<file path="config.mk">
export PLATFORM = sky130hd
export DESIGN_NAME = axi4_stream_master
export DESIGN_NICKNAME = d
export VERILOG_FILES = /design/src/rtl/axi4_stream_defs_pkg.sv /design/src/rtl/axis_skid_buffer.sv /design/src/rtl/axi4_stream_master.sv
export SDC_FILE = /design/constraint.sdc
export NUM_CORES = 1
export LEC_CHECK = 0
export ABC_AREA = 0
export CELL_PAD_IN_SITES_DETAIL_PLACEMENT = 0
export CELL_PAD_IN_SITES_GLOBAL_PLACEMENT = 1
export CORE_MARGIN = 2
export CORE_UTILIZATION = 44
export DETAILED_ROUTE_END_ITERATION = 6
export PLACE_DENSITY = 0.95
export SYNTH_ARGS = -nofsm -noshare
export SYNTH_HDL_FRONTEND = slang
export SYNTH_HIERARCHICAL = 1
export SYNTH_SLANG_ARGS = --single-unit
</file>
<file path="constraint.sdc">
create_clock -name clk -period 5.8 [get_ports clk]
set_input_delay 1.45 -clock clk [delete_from_list [all_inputs] [get_ports clk]]
set_output_delay 1.45 -clock clk [all_outputs]
set_load 0.02 [all_outputs]
</file>
<file path="src/rtl/axi4_stream_defs_pkg.sv">
// Shared AXI4-Stream definitions: FIFO word field offsets, TX FSM encoding and default TDEST.
// The AXI4-Stream slave on the ingress side uses the same field offsets.
package axi4_stream_defs;

    localparam int DATA_MSB    = 127;
    localparam int KEEP_LSB    = 128;
    localparam int KEEP_GROUPS = 4;

    localparam logic [1:0] TDESTADDR_DEFAULT = 2'b01;

    typedef enum logic [1:0] {
        IDLE   = 2'b00,
        STREAM = 2'b01,
        DRAIN  = 2'b10
    } tx_state_e;

endpackage

</file>
<file path="src/rtl/axis_skid_buffer.sv">
// Two-entry buffer between the FIFO read port and the stream output; exposes its occupancy
// so the read scheduler can keep the total of stored plus in-flight words within two.
module axis_skid_buffer #(
    parameter int WIDTH = 133
) (
    input  logic             clk,
    input  logic             reset_n,
    input  logic             push,
    input  logic [WIDTH-1:0] push_data,
    input  logic             pop,
    output logic [WIDTH-1:0] head_data,
    output logic             head_valid,
    output logic [1:0]       occupancy
);

    logic [WIDTH-1:0] mem [2];
    logic             wr_ptr;
    logic             rd_ptr;
    logic [1:0]       count;

    always_ff @(posedge clk or negedge reset_n) begin
        if (!reset_n) begin
            // NOTE: the two storage entries are reset too, so tdata/tkeep read 0 out of reset.
            mem[0] <= '0;
            mem[1] <= '0;
            wr_ptr <= 1'b0;
            rd_ptr <= 1'b0;
            count  <= 2'd0;
        end else begin
            // NOTE: non-blocking updates; every register here samples pre-edge values.
            if (push) begin
                mem[wr_ptr] <= push_data;
                wr_ptr      <= ~wr_ptr;
            end
            if (pop) begin
                rd_ptr <= ~rd_ptr;
            end
            count <= count + 2'(push) - 2'(pop);
        end
    end

    assign head_data  = mem[rd_ptr];
    assign head_valid = (count != 2'd0);
    assign occupancy  = count;

endmodule

</file>
<file path="src/rtl/axi4_stream_master.sv">
// FIFO-to-AXI4-Stream transmitter: pops FIFO words and emits PKTLEN-beat packets with fixed TDEST.
// Optional AXIS_MASTER_STATS_EN adds the pkt_count and underrun outputs.
module axi4_stream_master
    import axi4_stream_defs::*;
#(
    parameter int         DATABUSWIDTH  = (DATA_MSB + 1) / 8,
    parameter int         TDESTWIDTH    = 2,
    parameter int         FIFODATAWIDTH = KEEP_LSB + KEEP_GROUPS,
    parameter logic [TDESTWIDTH-1:0] TDESTADDR = TDESTADDR_DEFAULT,
    parameter int         PKTLEN        = 64
) (
    input  logic                       clk,
    input  logic                       reset_n,
    input  logic                       enable,
    output logic                       m_axis_tvalid,
    input  logic                       m_axis_tready,
    output logic [DATABUSWIDTH*8-1:0]  m_axis_tdata,
    output logic [DATABUSWIDTH-1:0]    m_axis_tkeep,
    output logic                       m_axis_tlast,
    output logic [TDESTWIDTH-1:0]      m_axis_tdest,
    output logic                       fifo_rd_en,
    input  logic [FIFODATAWIDTH-1:0]   fifo_rd_data,
    input  logic                       fifo_empty_flag,
    output logic                       busy
`ifdef AXIS_MASTER_STATS_EN
    ,
    output logic [15:0]                pkt_count,
    output logic [0:0]                 underrun
`endif
);

    localparam int DW          = DATABUSWIDTH * 8;
    localparam int GROUPS      = FIFODATAWIDTH - DW;
    localparam int GROUP_BYTES = DATABUSWIDTH / GROUPS;
    localparam int BW          = FIFODATAWIDTH + 1;

    tx_state_e        state;
    tx_state_e        next_state;
    logic [7:0]       issue_cnt;
    logic             rd_pending;
    logic             rd_pending_last;
    logic [BW-1:0]    head;
    logic             head_valid;
    logic [1:0]       occupancy;
    logic             xfer;
    logic             issue_last;
    logic             credit_ok;

    assign xfer       = head_valid & m_axis_tready;
    assign issue_last = (issue_cnt == 8'(PKTLEN - 1));
    // A beat leaving this cycle frees a slot, which keeps the read stream at one word per clock.
    assign credit_ok  = (3'(occupancy) + 3'(rd_pending)) < (3'd2 + 3'(xfer));

    always_ff @(posedge clk or negedge reset_n) begin
        if (!reset_n) begin
            state <= IDLE;
        end else begin
            state <= next_state;
        end
    end

    always_comb begin
        // NOTE: default assignment first so no path leaves next_state unassigned (no latch).
        next_state = state;
        case (state)
            IDLE:    if (enable && !fifo_empty_flag)    next_state = STREAM;
            STREAM:  if (fifo_rd_en && issue_last)      next_state = DRAIN;
            DRAIN:   if (xfer && head[BW-1])            next_state = IDLE;
            default:                                    next_state = IDLE;
        endcase
    end

    always_comb begin
        busy       = (state != IDLE);
        fifo_rd_en = (state == STREAM) && !fifo_empty_flag && credit_ok;
    end

    always_ff @(posedge clk or negedge reset_n) begin
        if (!reset_n) begin
            issue_cnt       <= 8'd0;
            rd_pending      <= 1'b0;
            rd_pending_last <= 1'b0;
        end else begin
            rd_pending      <= fifo_rd_en;
            rd_pending_last <= fifo_rd_en & issue_last;
            if (fifo_rd_en) begin
                issue_cnt <= issue_last ? 8'd0 : issue_cnt + 8'd1;
            end
        end
    end

    axis_skid_buffer #(
        .WIDTH (BW)
    ) u_skid (
        .clk        (clk),
        .reset_n    (reset_n),
        .push       (rd_pending),
        .push_data  ({rd_pending_last, fifo_rd_data}),
        .pop        (xfer),
        .head_data  (head),
        .head_valid (head_valid),
        .occupancy  (occupancy)
    );

    assign m_axis_tvalid = head_valid;
    assign m_axis_tdata  = head[DW-1:0];
    assign m_axis_tlast  = head_valid & head[BW-1];
    assign m_axis_tdest  = TDESTADDR;

    always_comb begin
        m_axis_tkeep = '0;
        for (int g = 0; g < GROUPS; g++) begin
            m_axis_tkeep[g*GROUP_BYTES +: GROUP_BYTES] = {GROUP_BYTES{head[DW+g]}};
        end
    end

`ifdef AXIS_MASTER_STATS_EN
    logic tvalid_q;

    always_ff @(posedge clk or negedge reset_n) begin
        if (!reset_n) begin
            pkt_count <= 16'd0;
            tvalid_q  <= 1'b0;
        end else begin
            tvalid_q <= head_valid;
            if (xfer && m_axis_tlast) begin
                pkt_count <= pkt_count + 16'd1;
            end
        end
    end

    // A fall of tvalid with the packet still open can only come from the FIFO running dry.
    assign underrun = tvalid_q & ~head_valid & busy;
`endif

endmodule
</file>
==> impl_metrics.csv <==
group,metric,value,unit
pwr,p_leak,6.809,nW
yosys,syn_area_per_cell,15.52,sq um
final_layout,n_antenna_cell,0,
global_routing,overflow,0,
pwr,ir_drop,0.4028,mV
global_routing,grt_max_degree,119,
global_routing,grt_pass1_wl,41680,um
worst_setup_path,r2r_end,"u_skid/mem[173]$_DFFE_PN0P_",
worst_setup_path,crit_fanout,9,
worst_setup_path,critPathArrivalTime,3.15,ns
timing,fin_crit,4.600,ns
worst_setup_path,critPathSlowestCell,"clkdlybuf4s50_1",
yosys,async_reset_ff_share,100.0,%
yosys,yosysMostFrequentCell,"mux2_2",
timing,setup_viol,0,
clocking,post_cts_resized,0,
timing,clock_skew,0.01304,ns
route,routedWlPerCell,17.85,um
yosys,netlist_instances,795,
timing,setup-tns-final,0,ns
worst_setup_path,critical_path_class,"in2out",
worst_setup_path,cp-start-kind,"input pin",
worst_setup_path,path_depth,5,
yosys,ys_seq_elements,282,
worst_setup_path,r2r_cells,3,
final_layout,utilization,59.26,%
floorplanning,io_pins,287,
route,num_vias,7317,
final_layout,fillCellCount,2165,
pwr,p_per_area,661.3,nW/um^2
yosys,ys_seq_area_share,57.20,%
yosys,synth_edf_count,0,
final_layout,nets,1204,
timing,hold_viol,0,
yosys,synth_top_cell_area_share,57.20,%
yosys,yosys.area.top_type,"dfrtp_1",
route,drt_iter0_drc,186,
timing,fmax,217.4,MHz
clocking,cts.htree.levels,1,
clocking,clkSlewWorstSetupHoldPaths,0.06,ns
final_layout,synthToLayoutAreaGrowth,33.08,%
timing,rsz0062_at_grt,"no",
worst_setup_path,cp.buffers_inverters,3,
floorplanning,die_w,171.5,um
floorplanning,die_h,171.5,um
timing,fin_crit_sh,79.31,%
route,drcViolationCount,0,
placed_design,io_buffers,284,
job,cap_viol_max_count,0,
worst_setup_path,r2r_slack,3.46,ns
global_routing,first_global_vias,8163,
worst_setup_path,critPathCapture,"fifo_rd_en",
route,dr.pass1.iters,4,
timing,slew_headroom,33.24,%
yosys,syn_nets,937,
route,wl,26120,um
placed_design,dp_hpwl,17240,um
worst_setup_path,crit_start,"fifo_empty_flag",
yosys,synth_area,12340,sq um
hold_path,min_path_type,"reg2reg",
placed_design,place.gp.congestion,0.7257,
clocking,cts_hold_buf,0,
yosys,synth_area_leaders,"dfrtp_1 (57%), mux2_2 (30%), mux2_1 (6.5%)",
timing,worstMarginPinSlew,1.001,ns
clocking,cts_buffers,30,
floorplanning,fp.coreArea,27710,sq um
clocking,cts_tree,"built",
worst_setup_path,setup.worst_path.end_class,"primary output",
worst_setup_path,reg2reg_from,"rd_pending$_DFF_PN0_",
route,vias_per_cell,5.001,
final_layout,fin_area,16420,sq um
placed_design,post_dp_cell_area,15410,sq um
clocking,cts.path.max_buffers,3,
status,status,"complete, no violations",
worst_setup_path,slowest_delay,0.62,ns
timing,maxSlewViolCount,0,
worst_setup_path,path_cells,"clkdlybuf4s50_1 -> nor4b_4 -> o21ai_4 -> inv_2 -> clkdlybuf4s50_1",
clocking,cts_setup_buffers,0,
final_layout,final_layout_size_suffix_gt1_share,36.68,%
worst_setup_path,crit_family,"buffers and inverters",
global_routing,grt_usage,17.62,%
yosys,synth_ff_type,"dfrtp_1",
yosys,synth_cell_types,34,
yosys,synth_commonest_cells,"mux2_2 (329), dfrtp_1 (282), mux2_1 (71)",
yosys,ys.warnings.count,6,
worst_setup_path,crit_path_frequent_cell,"clkdlybuf4s50_1",
clocking,worstSkewPairLatency,0.55,ns
route,antenna_left,0,
clocking,clock-root-buffer,"clkbuf_16",
global_routing,antenna_found_initial,0,
floorplanning,die_area,29400,sq um
floorplanning,start_util,44.53,%
floorplanning,rows,61,
clocking,clkSinkCount,282,
worst_setup_path,required,4.35,ns
[placed cells by master (no fill, tap or decap), types with 2 or more instances in the layout]
cell type,instances
and3_1,2
xnor2_1,4
inv_1,4
clkbuf_1,7
mux2_1,71
clkinv_2,5
clkinvlp_4,2
ha_1,5
buf_12,3
clkdlybuf4s50_1,283
conb_1,2
nand2_1,6
buf_4,6
bufinv_16,2
and2_1,2
xor2_1,3
clkbuf_16,31
nor3_2,2
clkbuf_8,8
mux2_2,329
nand2b_1,2
o2bb2ai_1,2
o21ai_0,2
dfrtp_1,281
or2_2,2
[worst min-delay path by stage]
stage	start	to	slack, ns	depth (start not counted)
floorplan	u_skid/mem[187]$_DFFE_PN0P_	u_skid/mem[187]$_DFFE_PN0P_	0.45	1
global placement	u_skid/mem[202]$_DFFE_PN0P_	u_skid/mem[202]$_DFFE_PN0P_	0.46	1
detailed placement	u_skid/mem[234]$_DFFE_PN0P_	u_skid/mem[234]$_DFFE_PN0P_	0.47	1
CTS	u_skid/mem[234]$_DFFE_PN0P_	u_skid/mem[234]$_DFFE_PN0P_	0.48	1
global route	u_skid/mem[190]$_DFFE_PN0P_	u_skid/mem[190]$_DFFE_PN0P_	0.50	1
finish	u_skid/mem[234]$_DFFE_PN0P_	u_skid/mem[234]$_DFFE_PN0P_	0.48	1
[per-layer routing]
metal	GRT usage, %	vias up	part of all wire (%)
li1	-	3368	-
met1	20.90	3691	40
met2	30.10	212	48
met3	6.144	46	8.7
met4	5.380	0	2.8
met5	0	-	0
[sequential cells by signal (all words and copies together) (netlist names)]
name,flops
issue_cnt,8
rd_pending,1
rd_pending_last,1
state,2
u_skid/mem,266
u_skid/occupancy,2
u_skid/rd_ptr,1
u_skid/wr_ptr,1
[cell families (layout without fill, tap and decap cells)]
kind of cell             after synthesis  after routing  synth area share [%]
adder cells (fa/ha/maj)                5              5                0.5070
multiplexers                         400            400                 36.51
buffers and inverters                 63            353                 3.194
other                                  2              2               0.06087
AND/OR/NAND/NOR                       28             28                 1.481
AO/OA/AOI/OAI                          8              8                0.5579
flip-flops                           282            282                 57.20
XOR/XNOR                               7              7                0.4969
[metrics by stage]
stage	power [W]	hold slack [ns]	cells	setup slack, ns
floorplan	0.006909	0.4541	795	2.321
global placement	0.008892	0.4629	1408	1.200
detailed placement	0.009021	0.4708	1408	1.197
CTS	0.01101	0.4846	1463	1.181
global route	0.01148	0.4957	1463	1.120
finish	0.01086	0.4799	1463	1.200
[final cells by class]
type,instances,area [sq um],area share [%]
Clock buffer,46,912.1,5.555
Clock inverter,9,100.1,0.6096
Inverter,5,18.77,0.1143
Multi-Input combinational cell,450,4902,29.86
Sequential cell,282,7061,43.00
Tap cell,378,473.0,2.880
Timing Repair Buffer,293,2953,17.98
[power by group]
group | leakage (nW) | switching (W) | internal (W) | total, W
clock | 0.496 | 0.000750 | 0.00116 | 0.00191
sequential | 3.33 | 0.000523 | 0.00296 | 0.00349
combinational | 2.99 | 0.00242 | 0.00303 | 0.00546
total | 6.81 | 0.00370 | 0.00716 | 0.0109
No activity file was read; power rests on OpenSTA's default activity.
